<file path="src/rtl/peecc_decoder.sv">
// peecc_decoder: SEC-DED Hamming(17,12)+overall-parity decoder with a 2-stage
// valid/ready pipeline and saturating corrected/uncorrectable word counters.
module peecc_decoder #(
    parameter int DATA_W = 12,
    parameter int CW_W   = 18,
    parameter int CNT_W  = 16
) (
    input  logic              CLK,
    input  logic              RST_N,
    input  logic              ValidIn,
    output logic              ReadyOut,
    input  logic [CW_W-1:0]   CodeIn,
    output logic              ValidOut,
    input  logic              ReadyIn,
    output logic [DATA_W-1:0] DataOut,
    output logic              Corrected,
    output logic              Uncorrectable,
    output logic [4:0]        ErrPos,
    input  logic              ClrCnt,
    output logic [CNT_W-1:0]  CorrCnt,
    output logic [CNT_W-1:0]  UncCnt
);
    logic              s1_valid_q, s1_valid_d, s2_valid_q, s2_valid_d;
    logic [CW_W-1:0]   s1_code_q, flip, fixed;
    logic [4:0]        s1_syn_q, syn, pos_d;
    logic              s1_par_q, in_fire, s1_adv, s2_fire, corr_d, unc_d;
    logic [DATA_W-1:0] data_d;
    logic [CNT_W-1:0]  corr_cnt_q, corr_cnt_d, unc_cnt_q, unc_cnt_d;
    logic              corr_q, unc_q;
    logic [DATA_W-1:0] data_q;
    logic [4:0]        pos_q;

    always_comb begin
        syn = '0;
        for (int k = 1; k < CW_W; k++) syn ^= CodeIn[k] ? 5'(k) : 5'd0;
    end

    assign s2_fire  = s2_valid_q & ReadyIn;
    assign s1_adv   = s1_valid_q & (!s2_valid_q | ReadyIn);
    assign ReadyOut = !s1_valid_q | s1_adv;
    assign in_fire  = ValidIn & ReadyOut;

    // Odd overall parity with an in-range syndrome is a single error; syndrome 0 means bit 0 itself.
    assign corr_d = s1_par_q & (s1_syn_q <= 5'd17);
    assign unc_d  = (s1_syn_q != 5'd0) & !corr_d;
    assign pos_d  = corr_d ? s1_syn_q : 5'd0;
    assign flip   = corr_d ? ({{(CW_W-1){1'b0}}, 1'b1} << s1_syn_q) : '0;
    assign fixed  = s1_code_q ^ flip;
    assign data_d = {fixed[17], fixed[15:9], fixed[7:5], fixed[3]};

    assign s1_valid_d = in_fire ? 1'b1 : (s1_adv ? 1'b0 : s1_valid_q);
    assign s2_valid_d = s1_adv ? 1'b1 : (s2_fire ? 1'b0 : s2_valid_q);
    assign corr_cnt_d = ClrCnt ? '0 : corr_cnt_q + CNT_W'(s2_fire & corr_q & ~&corr_cnt_q);
    assign unc_cnt_d  = ClrCnt ? '0 : unc_cnt_q + CNT_W'(s2_fire & unc_q & ~&unc_cnt_q);

    always_ff @(posedge CLK or negedge RST_N) begin
        if (!RST_N) begin
            s1_valid_q <= 1'b0;
            s2_valid_q <= 1'b0;
            s1_code_q  <= '0;
            s1_syn_q   <= '0;
            s1_par_q   <= 1'b0;
            data_q     <= '0;
            corr_q     <= 1'b0;
            unc_q      <= 1'b0;
            pos_q      <= '0;
            corr_cnt_q <= '0;
            unc_cnt_q  <= '0;
        end else begin
            s1_valid_q <= s1_valid_d;
            s2_valid_q <= s2_valid_d;
            corr_cnt_q <= corr_cnt_d;
            unc_cnt_q  <= unc_cnt_d;
            if (in_fire) begin
                s1_code_q <= CodeIn;
                s1_syn_q  <= syn;
                s1_par_q  <= ^CodeIn;
            end
            if (s1_adv) begin
                data_q <= data_d;
                corr_q <= corr_d;
                unc_q  <= unc_d;
                pos_q  <= pos_d;
            end
        end
    end

    assign ValidOut      = s2_valid_q;
    assign DataOut       = data_q;
    assign Corrected     = corr_q;
    assign Uncorrectable = unc_q;
    assign ErrPos        = pos_q;
    assign CorrCnt       = corr_cnt_q;
    assign UncCnt        = unc_cnt_q;
endmodule

</file>
<file path="config.mk">
export PLATFORM = sky130hd
export DESIGN_NAME = peecc_decoder
export DESIGN_NICKNAME = d
export VERILOG_FILES = /design/src/rtl/peecc_decoder.sv
export SDC_FILE = /design/constraint.sdc
export NUM_CORES = 1
export LEC_CHECK = 0
export ABC_AREA = 1
export CAP_MARGIN = 10
export CORE_ASPECT_RATIO = 2
export CORE_MARGIN = 2
export CORE_UTILIZATION = 47
export CTS_BUF_LIST = sky130_fd_sc_hd__clkbuf_16
export CTS_CLUSTER_DIAMETER = 150
export DETAILED_ROUTE_END_ITERATION = 8
export PLACE_DENSITY = 0.81
export SETUP_SLACK_MARGIN = 0.2
export SYNTH_ARGS = -nofsm -noshare
export SYNTH_HDL_FRONTEND = slang
export SYNTH_SLANG_ARGS = --single-unit
</file>
<file path="constraint.sdc">
create_clock -name CLK -period 2.3 [get_ports CLK]
set_clock_uncertainty 0.2 [all_clocks]
set_input_delay 0.69 -clock CLK [delete_from_list [all_inputs] [get_ports CLK]]
set_output_delay 0.69 -clock CLK [all_outputs]
set_load 0.005 [all_outputs]
</file>
==> results.cfg <==
[status]
status = finished with violations
violations = negative setup slack

[synth]
synth-seq-cells = 71
ys_seq_area_share_pct = 47.76
synth-edff-count = 0
ys_async_sr_fraction_pct = 100.0
ys_types = 31
syn_area_per_cell_um2 = 7.831
syn_area_mm2 = 0.003720
yosys-top-cells-area = dfrtp_1 (48%), nand2_1 (15%), xor2_1 (4.5%)
syn_inst = 475
synth_area_leader_cell = dfrtp_1
synth_nets = 502
yosysTopAreaCellShare_pct = 47.76
synth_top_flop_cell = dfrtp_1
ys_warn_count = 0

[timing]
worst_pin_slew_ns = 0.7422
final-hold-violation-count = 0
fin_ws_ns = -0.1097
setup_viol = 11
relSlewSlack_pct = 50.52
rsz0062_at_grt = true
drv_slew = 0
worst_hold_slack_ns = 0.2068
fin_tns_setup_ns = -0.4440
post-route-period-util_pct = 104.8
fin_crit_ns = 2.410
max_freq_mhz = 415.0

[finish]
diodes = 0
fin_nets = 687
layout-drive-gt1-share_pct = 31.02
final_common_cell = nand2_1
area_growth_pct = 63.67
mostFrequentLayoutCells = nand2_1 (128), buf_4 (98), dfrtp_1 (69), inv_1 (37), dlygate4sd2_1 (36)

[min_path]
hp-class = primary input to async pin

[worst_setup_path]
crit_fanout = 4
critical_path_class = register to register
cp_data_required_time_ns = 2.32
end_kind = register
arrival_ns = 2.43
startpoint_type = register

[detailed_routing]
via_count = 4481
firstDrtPassIters = 7
drt_wl_total_um = 15380
wl_per_cell_um = 20.29
drt-initial-drc-count = 580
final_antenna_net_count = 0
drcViolationCount = 0
viasPerCell = 5.912

[floorplanning]
die-area_mm2 = 0.008685
die_x_um = 66.91
die_h_um = 129.8
initial_core_util_pct = 48.58
row_count = 45
io_pins = 76
core_mm2 = 0.007657

[global_route]
grt_usage_pct = 31.98
grt_pass1_wl_um = 20510
grt_max_degree = 29
antenna_found_initial = 0
grt_overflow = 0
grt_pass1_vias = 4290

[power]
leakagePower_nw = 3.393
power_density_mw_per_mm2 = 698.0
vdd_drop_max_uv = 519.3

[placed_design]
hpwl_um = 7576
port_buffers = 75
finalWeightedCongestion = 0.9013
place_ws_ns = -0.7019

[clocking]
clk_pin_slew_ns = 0.06
htree_levels = 3
cts_hold_buf = 0
cts_tree = yes
root_buffer = clkbuf_16
cts_buffers = 9
insertion_delay_ns = 0.35
cts_sinks = 71
cts_max_path_buffers = 2

[job]
max_cap_viol_count = 0
-- critical path: stages (launching register included) --
cell,delay [ns]
dfrtp_1,0.41
nand2_2,0.12
nor2_2,0.04
nand4_1,0.10
nor2_2,0.06
a21oi_2,0.17
ha_2,0.24
nand2_4,0.06
nor2_4,0.10
nand2_2,0.09
nor3_4,0.20
nand4_1,0.20
o21ai_1,0.21
a21oi_1,0.08
-- final cells by class --
class,instances,area (um^2)
clock buffers,9,225.2
clock inverters,6,101.3
fillers,421,1569
inverters,48,183.9
multi-input cells,349,2107
flip-flops and latches,71,1779
well taps,94,117.6
repair buffers,181,1574
-- cell usage after synthesis (all sizes together) (4+ instances only) --
library cell	instances
nand3	18
xor2	19
xnor2	12
o21a	6
nand4	8
o21ai	38
a31oi	4
a21oi	18
nor2	41
nand2	155
nor3	17
dfrtp	71
clkbuf	7
ha	4
inv	46
-- report_power, final --
| group | total (W) | internal (W) | switching, W |
|---|---|---|---|
| logic | 0.00105 | 0.000484 | 0.000566 |
| clock network | 0.00160 | 0.00104 | 0.000559 |
| registers | 0.00160 | 0.00143 | 0.000172 |
-- final timing paths --
| kind | start | endpoint | slack, ns | depth (start not counted) |
|---|---|---|---|---|
| min in group CLK | s1_code_q[7]$_DFFE_PN0P_ | s1_code_q[7]$_DFFE_PN0P_ | 0.30 | 2 |
| hold reg to reg | s1_code_q[7]$_DFFE_PN0P_ | s1_code_q[7]$_DFFE_PN0P_ | 0.30 | 2 |
| setup / recovery | CorrCnt[13]$_DFF_PN0_ | CorrCnt[13]$_DFF_PN0_ | -0.11 | 13 |
| hold / removal | RST_N | UncCnt[7]$_DFF_PN0_ | 0.21 | 1 |
| max in group asynchronous | RST_N | CorrCnt[8]$_DFF_PN0_ | 1.09 | 2 |
| setup reg to reg | CorrCnt[13]$_DFF_PN0_ | CorrCnt[13]$_DFF_PN0_ | -0.11 | 13 |
-- metrics by stage --
step / utilization [%] / cells / instance area, um^2 / total power [W]
after floorplan: - / 475 / 3761 / 0.002002
after global placement: 64.40 / 678 / 4931 / 0.002461
after detailed placement: 64.40 / 678 / 4931 / 0.002503
after CTS: 74.61 / 738 / 5713 / 0.004058
after global routing: 79.51 / 758 / 6088 / 0.004392
final: 79.51 / 758 / 6088 / 0.004250
-- timing repair --
item                                    4_1_cts  5_1_grt
pin swaps                                    27       29
setup buffers                                45       20
hold endpoints to repair                      0        0
resized for setup                            95       69
endpoints found under the setup margin       68       44
-- logic make-up (layout without fill, tap and decap cells) --
logic type	after synthesis	after routing	share of synthesized area, %
fa+ha+maj	4	4	1.345
xor+xnor	31	31	7.299
compound gates	68	68	10.16
buf+inv	55	244	5.584
simple gates	246	246	27.85
flops	71	71	47.76
-- sequential cells by signal, indices dropped and copies added (netlist names) --
| register | cells |
|---|---|
| CorrCnt | 16 |
| UncCnt | 16 |
| DataOut | 12 |
| s1_code_q | 12 |
| ErrPos | 5 |
| s1_syn_q | 5 |
| Corrected | 1 |
| Uncorrectable | 1 |
| ValidOut | 1 |
| s1_par_q | 1 |
| s1_valid_q | 1 |
-- per-layer routing --
layer / part of all wire (%) / GRT usage [%] / vias up
li1: - / - / 1902
met5: 0 / 0 / -
met2: 50 / 58.00 / 356
met4: 8.6 / 24.13 / 0
met3: 8.0 / 6.810 / 115
met1: 33 / 30.07 / 2108
No activity file was read; power rests on OpenSTA's default activity.
